--- src/rtl/ex_mem_wb_stage.sv ---
// Multi-cycle execute / memory / writeback back end for the RV32 core.
// Takes one ID/EX bundle at a time, runs the ALU, optionally one memory access, then one register write.
//
// state | meaning
// IDLE  | no op in flight, ready for a bundle
// EXEC  | ALU result registered into res_q
// MREQ  | memory request held until granted
// MWAIT | granted load waiting for rvalid
// WB    | one-cycle register-file write, may accept the next bundle
module ex_mem_wb_stage #(
  parameter int D_WIDTH = 32,
  parameter int RF_SIZE = 5,
  parameter int OP_SIZE = 4
) (
  input  logic               clk,
  input  logic               rst,
  input  logic               in_valid,
  output logic               in_ready,
  input  logic [D_WIDTH-1:0] in_rs1_val,
  input  logic [D_WIDTH-1:0] in_rs2_val,
  input  logic [D_WIDTH-1:0] in_imm,
  input  logic [RF_SIZE-1:0] in_rd,
  input  logic               in_reg_write,
  input  logic               in_alu_src_imm,
  input  logic [OP_SIZE-1:0] in_alu_op,
  input  logic               in_mem_we,
  input  logic               in_mem_re,
  input  logic               flush,
  output logic               mem_req,
  output logic               mem_we,
  output logic [D_WIDTH-1:0] mem_addr,
  output logic [D_WIDTH-1:0] mem_wdata,
  input  logic               mem_gnt,
  input  logic               mem_rvalid,
  input  logic [D_WIDTH-1:0] mem_rdata,
  output logic               wb_we,
  output logic [RF_SIZE-1:0] wb_rd,
  output logic [D_WIDTH-1:0] wb_data,
  output logic               pend_we,
  output logic [RF_SIZE-1:0] pend_rd,
  output logic               busy
);

  localparam int SH_W = $clog2(D_WIDTH);

  localparam logic [OP_SIZE-1:0] OP_ADD  = OP_SIZE'(0);
  localparam logic [OP_SIZE-1:0] OP_SUB  = OP_SIZE'(1);
  localparam logic [OP_SIZE-1:0] OP_AND  = OP_SIZE'(2);
  localparam logic [OP_SIZE-1:0] OP_OR   = OP_SIZE'(3);
  localparam logic [OP_SIZE-1:0] OP_XOR  = OP_SIZE'(4);
  localparam logic [OP_SIZE-1:0] OP_SLL  = OP_SIZE'(5);
  localparam logic [OP_SIZE-1:0] OP_SRL  = OP_SIZE'(6);
  localparam logic [OP_SIZE-1:0] OP_SRA  = OP_SIZE'(7);
  localparam logic [OP_SIZE-1:0] OP_SLT  = OP_SIZE'(8);
  localparam logic [OP_SIZE-1:0] OP_SLTU = OP_SIZE'(9);

  typedef enum logic [2:0] {S_IDLE, S_EXEC, S_MREQ, S_MWAIT, S_WB} state_t;

  state_t               state, state_nxt;
  logic [D_WIDTH-1:0]   rs1_q, rs2_q, imm_q, res_q;
  logic [RF_SIZE-1:0]   rd_q;
  logic [OP_SIZE-1:0]   op_q;
  logic                 reg_write_q, src_imm_q, load_q, store_q, kill_q;
  logic                 accept;
  logic [D_WIDTH-1:0]   alu_b, alu_res;
  logic [SH_W-1:0]      shamt;

  assign accept = in_valid && in_ready;

  always_ff @(posedge clk or negedge rst) begin
    if (!rst) state <= S_IDLE;
    else      state <= state_nxt;
  end

  always_comb begin
    state_nxt = state;
    case (state)
      S_IDLE:  if (accept) state_nxt = S_EXEC;
      S_EXEC: begin
        if (flush)                 state_nxt = S_IDLE;
        else if (load_q || store_q) state_nxt = S_MREQ;
        else                       state_nxt = S_WB;
      end
      // a grant commits the access even if flush arrives in the same cycle
      S_MREQ: begin
        if (mem_gnt)    state_nxt = store_q ? S_WB : S_MWAIT;
        else if (flush) state_nxt = S_IDLE;
      end
      S_MWAIT: if (mem_rvalid) state_nxt = (kill_q || flush) ? S_IDLE : S_WB;
      S_WB:    state_nxt = accept ? S_EXEC : S_IDLE;
      default: state_nxt = S_IDLE;
    endcase
  end

  always_comb begin
    alu_b   = src_imm_q ? imm_q : rs2_q;
    shamt   = alu_b[SH_W-1:0];
    alu_res = '0;
    case (op_q)
      OP_ADD:  alu_res = rs1_q + alu_b;
      OP_SUB:  alu_res = rs1_q - alu_b;
      OP_AND:  alu_res = rs1_q & alu_b;
      OP_OR:   alu_res = rs1_q | alu_b;
      OP_XOR:  alu_res = rs1_q ^ alu_b;
      OP_SLL:  alu_res = rs1_q << shamt;
      OP_SRL:  alu_res = rs1_q >> shamt;
      OP_SRA:  alu_res = D_WIDTH'($signed(rs1_q) >>> shamt);
      OP_SLT:  alu_res = D_WIDTH'($signed(rs1_q) < $signed(alu_b));
      OP_SLTU: alu_res = D_WIDTH'(rs1_q < alu_b);
      default: alu_res = '0;
    endcase
  end

  always_ff @(posedge clk or negedge rst) begin
    if (!rst) begin
      rs1_q       <= '0;
      rs2_q       <= '0;
      imm_q       <= '0;
      res_q       <= '0;
      rd_q        <= '0;
      op_q        <= '0;
      reg_write_q <= 1'b0;
      src_imm_q   <= 1'b0;
      load_q      <= 1'b0;
      store_q     <= 1'b0;
      kill_q      <= 1'b0;
    end else begin
      if (accept) begin
        rs1_q       <= in_rs1_val;
        rs2_q       <= in_rs2_val;
        imm_q       <= in_imm;
        rd_q        <= in_rd;
        op_q        <= in_alu_op;
        reg_write_q <= in_reg_write;
        src_imm_q   <= in_alu_src_imm;
        load_q      <= in_mem_re;
        store_q     <= in_mem_we && !in_mem_re;
        kill_q      <= 1'b0;
      end
      if (state == S_EXEC) res_q <= alu_res;
      if (state == S_MWAIT && mem_rvalid) res_q <= mem_rdata;
      // a flushed load that was already granted must still drain its response
      if ((state == S_MREQ && mem_gnt && flush) || (state == S_MWAIT && flush)) kill_q <= 1'b1;
    end
  end

  always_comb begin
    in_ready  = (state == S_IDLE || state == S_WB) && !flush;
    busy      = (state != S_IDLE);
    mem_req   = (state == S_MREQ);
    mem_we    = (state == S_MREQ) && store_q;
    mem_addr  = (state == S_MREQ) ? res_q : '0;
    mem_wdata = (state == S_MREQ) ? rs2_q : '0;
    wb_we     = (state == S_WB) && reg_write_q && (rd_q != '0) && !store_q;
    wb_rd     = (state == S_WB) ? rd_q : '0;
    wb_data   = (state == S_WB) ? res_q : '0;
    pend_we   = busy && reg_write_q && (rd_q != '0);
    pend_rd   = busy ? rd_q : '0;
  end

endmodule

--- config.mk ---
export PLATFORM = sky130hd
export DESIGN_NAME = ex_mem_wb_stage
export DESIGN_NICKNAME = d
export VERILOG_FILES = /design/src/rtl/ex_mem_wb_stage.sv
export SDC_FILE = /design/constraint.sdc
export NUM_CORES = 1
export LEC_CHECK = 0
export CORE_ASPECT_RATIO = 0.5
export CORE_MARGIN = 3
export CORE_UTILIZATION = 50
export CTS_BUF_LIST = sky130_fd_sc_hd__clkbuf_16
export CTS_CLUSTER_DIAMETER = 150
export DETAILED_ROUTE_END_ITERATION = 8
export PLACE_DENSITY = 0.78
export SKIP_LAST_GASP = 1
export SLEW_MARGIN = 20
export SYNTH_ARGS = -nofsm -noshare
export SYNTH_HDL_FRONTEND = slang
export SYNTH_SLANG_ARGS = --single-unit
--- constraint.sdc ---
create_clock -name clk -period 4.4 [get_ports clk]
set_input_delay 1.32 -clock clk [delete_from_list [all_inputs] [get_ports clk]]
set_output_delay 1.32 -clock clk [all_outputs]
set_load 0.01 [all_outputs]
# Word-level counts from Yosys, hierarchy flattened

Cells that the tools add are included.

Flip-flop bits (word level): 145
Bits in latches: 0
Bits in writable memories: 0
Bits in read-only memories: 0
Input port bits: 147
Output and inout port bits: 112
Word-level logic and storage cells: 86
Memories kept: 0

Add/sub/neg operators: 2
$mul: 0
Div/mod/pow operators: 0
Magnitude comparators: 2
Eq/ne operators: 16
Shift operators: 3
Muxes and demuxes: 21
Bitwise gates (word level): 3
Reduce and logical (&&, ||, !) cells: 27

Operators with widths:

| cell                 | number |
|---|---|
| $pmux W32 S10        | 1 |
| $mux W32             | 6 |
| $lt A32 B32 Y1       | 2 |
| $add A32 B32 Y32     | 1 |
| $and A32 B32 Y32     | 1 |
| $or A32 B32 Y32      | 1 |
| $shl A32 B5 Y32      | 1 |
| $shr A32 B5 Y32      | 1 |
| $sshr A32 B5 Y32     | 1 |
| $sub A32 B32 Y32     | 1 |
| $xor A32 B32 Y32     | 1 |
| $mux W3              | 8 |
| $eq A4 B3 Y1 const B | 4 |
| $pmux W3 S5          | 1 |
| $logic_and A1 B1 Y1  | 13 |
| $mux W5              | 2 |
| $eq A4 B2 Y1 const B | 2 |
| $eq A4 B4 Y1 const B | 2 |
| $eq A3 B2 Y1 const B | 2 |
| $reduce_bool A5 Y1   | 1 |
| $eq A4 B1 Y1 const B | 1 |
| $logic_not A4 Y1     | 1 |
| $logic_or A1 B1 Y1   | 4 |
| $ne A2 B2 Y1 const B | 2 |
| 9 further kinds      | 14 |

# Longest topological paths before layout

Depth in word-level cells: 6
Mapped depth: 16
Gate-level depth less buffers: 14

# Worst setup path after synthesis

No wires, ideal clock.

Path type: register to register
From: reg src_imm_q
To: reg res_q[27]
Setup time: 0.082 ns
Arrival time: 4.166 ns
Data required time: 4.318 ns
Path slack: 0.152 ns
Cell stages (with the launch flop): 16
Buffers on the path: 5
Period minus slack after synthesis: 4.248 ns
Cells stage by stage: dfrtp_1 -> buf_6 -> mux2i_1 -> clkbuf_1 -> clkbuf_1 -> clkbuf_1 -> ha_1 -> buf_2 -> or4_4 -> a21oi_2 -> o41ai_1 -> a31oi_2 -> a21boi_2 -> or4_1 -> a31o_1 -> a31oi_1

Word-level cells in the longest chain between the ends: 5
Elaborated cells on any way between the ends: 12
Classes of those cells: add/sub: 2; shift: 3; mux: 4; bitwise: 3

Ends and longest elaborated chain:

| element                                        | line | text |
|---|---|---|
| from (decl)                                    | 63   | `logic reg_write_q, src_imm_q, load_q, store_q, kill_q;` |
| from (signal assigned)                         | 135  | `src_imm_q <= in_alu_src_imm;` |
| $mux W32 *                                     | 96   | `alu_b = src_imm_q ? imm_q : rs2_q;` |
| $sub A32 B32 Y32, or another cell as far along | 101  | `OP_SUB: alu_res = rs1_q - alu_b;` |
| $pmux W32 S10 *                                | 99   | `case (op_q)` |
| $mux W32 *                                     | 140  | `if (state == S_EXEC) res_q <= alu_res;` |
| $mux W32 *                                     | 141  | `if (state == S_MWAIT && mem_rvalid) res_q <= mem_rdata;` |
| to (signal assigned)                           | 140  |  |
| to (signal assigned)                           | 141  |  |
| to (decl)                                      | 60   | `logic [D_WIDTH-1:0] rs1_q, rs2_q, imm_q, res_q;` |

Every way passes the cells marked *; elsewhere a longest branch is shown, timed or not. The select of a mux whose other input is x is not followed.
A chain may end at the register's enable or synchronous reset.

# Worst setup path in the final report

From: reg src_imm_q
To: reg res_q[18]

The elaborated chain is that of the path after synthesis.

==> impl_metrics.tcl <==
set metrics [dict create \
    synth-edff-count 0 \
    layout_min_cycle_time_ps 4390 \
    antenna_found_initial 2 \
    synthCells 1974 \
    layout_setup_ws_ps 12.9 \
    die_w_um 258 \
    dr.pass1.iters 9 \
    cts_tree "built" \
    final_max_slew_viol_count 0 \
    ioPinCount 259 \
    hold_end "imm_q[29]$_DFFE_PN0P_" \
    cts_buffers 17 \
    remaining_drc_errors 7 \
    yosysUniqueCellTypes 81 \
    wire_per_inst_um 28.6 \
    clock_latency_ps 460 \
    worstMarginPinSlew_ps 1100 \
    rr_worst_depth 12 \
    max_slew_margin 0.264 \
    hpwl_um 59800 \
    clk_pin_slew_ps 70 \
    wl_um 76000 \
    hold_ws_ps 507 \
    clock-sinks 145 \
    drt_iter0_drc 2528 \
    synth_top_area_frac 0.229 \
    htreeDepth 4 \
    pre_cts_ws_ps 142 \
    syn-num-nets 2223 \
    fillers 2683 \
    r2r-start "src_imm_q$_DFFE_PN0P_" \
    rsz0062_at_grt "no" \
    grt_pass1_wl_um 110000 \
    hold_viol_final 0 \
    setup_violations 0 \
    coreArea_um2 30700 \
    maxCapViolations 0 \
    grt_start_max_net_pins 76 \
    layout.nets 2472 \
    min-delay-start "imm_q[29]$_DFFE_PN0P_" \
    die_h_um 132 \
    fmax_ghz 0.228 \
    failed_checks "DRC" \
    r2r_end "res_q[18]$_DFFE_PN0P_" \
    regToRegSetupSlack_ps 10 \
    ys_seq_area_frac 0.229 \
    cp.required_ps 4680 \
    drive_gt1_frac 0.130 \
    grt_util_all_layers 0.431 \
    hold-path-cell-count 1 \
    antenna_cells 0 \
    start_kind "flop" \
    area_growth_syn_to_layout_pct 26.0 \
    crit_path_end_kind "flop" \
    cts_root_buf "clkbuf_16" \
    drt.antenna.violating_nets 0 \
    setup_tns_ps 0 \
    rows 45 \
    arrival_ps 4670 \
    grt_pass1_vias 16400 \
    synth_most_common_cell "nand2_1" \
    route.vias.total 17900 \
    synth_area_leaders "dfrtp_1 (23%), mux2i_1 (8.8%), ha_1 (7.9%)" \
    start_util 0.516 \
    cts_buffer_depth 2 \
    outcome "complete, but fails checks" \
    netlist_top_cells_count "nand2_1 (196), nor2_1 (168), a21oi_1 (153)" \
    yosysTopAreaCell "dfrtp_1" \
    cp_max_fo 16 \
    post-route-period-util 0.997 \
    final.setup_skew_ps 17.7 \
    gp_congestion 1.10 \
    vias_per_cell 6.72 \
    io_buffers 258 \
    synth_ff_type "dfrtp_1" \
    ys_seq_elements 145 \
    syn_area_um2 15800 \
    crit_type "reg2reg" \
    grt_remaining_overflow 0 \
    dieArea_um2 34000 \
    worstHoldPathType "reg2reg" \
    avgSynthCellArea_um2 8.03 \
    synth_warnings 0 \
    ys_async_sr_fraction 1.00 \
]
[kinds of logic (layout without fill, tap and decap cells)]
kind of cell,after synthesis,in the layout,synth area share
AND/OR/NAND/NOR,627,627,0.189
AO/OA/AOI/OAI,593,593,0.247
multiplexers,246,246,0.183
buffers and inverters,246,508,0.0626
flip-flops,145,145,0.229
adder cells (fa/ha/maj),102,102,0.0815
XOR/XNOR,15,15,0.00829
[worst max-delay path, cell delays in order (launching register included)]
cell,delay [ps]
dfrtp_4,570
buf_6,280
mux2i_1,500
ha_1,450
inv_1,320
nand4_1,180
a21oi_1,370
nor3_2,170
o31ai_1,300
or2_2,150
a21oi_1,180
nor4_1,580
o21ai_0,160
[sequential cells by signal, summed over array words and instances, names as in the netlist]
name,cells
imm_q,32
res_q,32
rs1_q,32
rs2_q,32
rd_q,5
op_q,4
state,3
kill_q,1
load_q,1
reg_write_q,1
src_imm_q,1
store_q,1
[placed cells by master (no fill, tap or decap), types with 15 or more instances in the layout]
master             n
a211oi_1          31
a31oi_1           33
dfrtp_1          143
a221oi_1          24
o211ai_1          18
o22ai_1           18
nand3_1           25
a21oi_1          153
and2_1           105
a22oi_1           22
ha_1             100
nand2_1          196
buf_4            110
mux4_2            25
o21ai_0          128
nor2b_1           18
nor2_1           166
nor4_1            16
mux2_2            80
inv_1             94
mux2i_1          134
clkbuf_16         17
o31ai_1           15
clkdlybuf4s50_1  257
nor3_1            33
[how the worst max path moves through the flow]
stage | start | to | slack, ps | cells after the start
finish | src_imm_q$_DFFE_PN0P_ | res_q[18]$_DFFE_PN0P_ | 10 | 12
global route | src_imm_q$_DFFE_PN0P_ | res_q[27]$_DFFE_PN0P_ | 5 | 12
CTS | src_imm_q$_DFFE_PN0P_ | res_q[18]$_DFFE_PN0P_ | 130 | 12
detailed placement | src_imm_q$_DFFE_PN0P_ | res_q[18]$_DFFE_PN0P_ | 140 | 12
global placement | src_imm_q$_DFFE_PN0P_ | res_q[18]$_DFFE_PN0P_ | 130 | 12
floorplan | src_imm_q$_DFFE_PN0P_ | res_q[27]$_DFFE_PN0P_ | 150 | 15
[per-stage QoR]
stage,util,std cells,area [um2]
after floorplan,-,1974,15800
after global placement,0.630,2626,19400
after detailed placement,0.630,2626,19400
after CTS,0.648,2658,19900
after global routing,0.650,2659,20000
final,0.650,2659,20000
[what timing repair did]
item                       CTS  global route
buffers inserted             0             1
setup endpoints to repair    0             7
hold buffers                 0             0
resized for setup            0             6
[area by class of cell]
class	instances	area, um2	area share
inverter	101	379	0.0190
multi-input combinational	1583	11300	0.567
tap	423	529	0.0265
timing repair buffer	375	3540	0.177
sequential	145	3630	0.182
clock inverter	15	146	0.00733
clock buffer	17	425	0.0213
[metal layers]
metal  vias to the layer above  part of all wire  GRT usage
li1                       7726                 -          -
met1                      8698              0.41      0.597
met2                      1275              0.38      0.562
met3                       175              0.18      0.252
met4                         4             0.026      0.108
met5                         -           0.00036          0
Power is left out: the tool's default activity adds up to more than one toggle a clock period on the data nets, which glitch-free logic cannot reach.
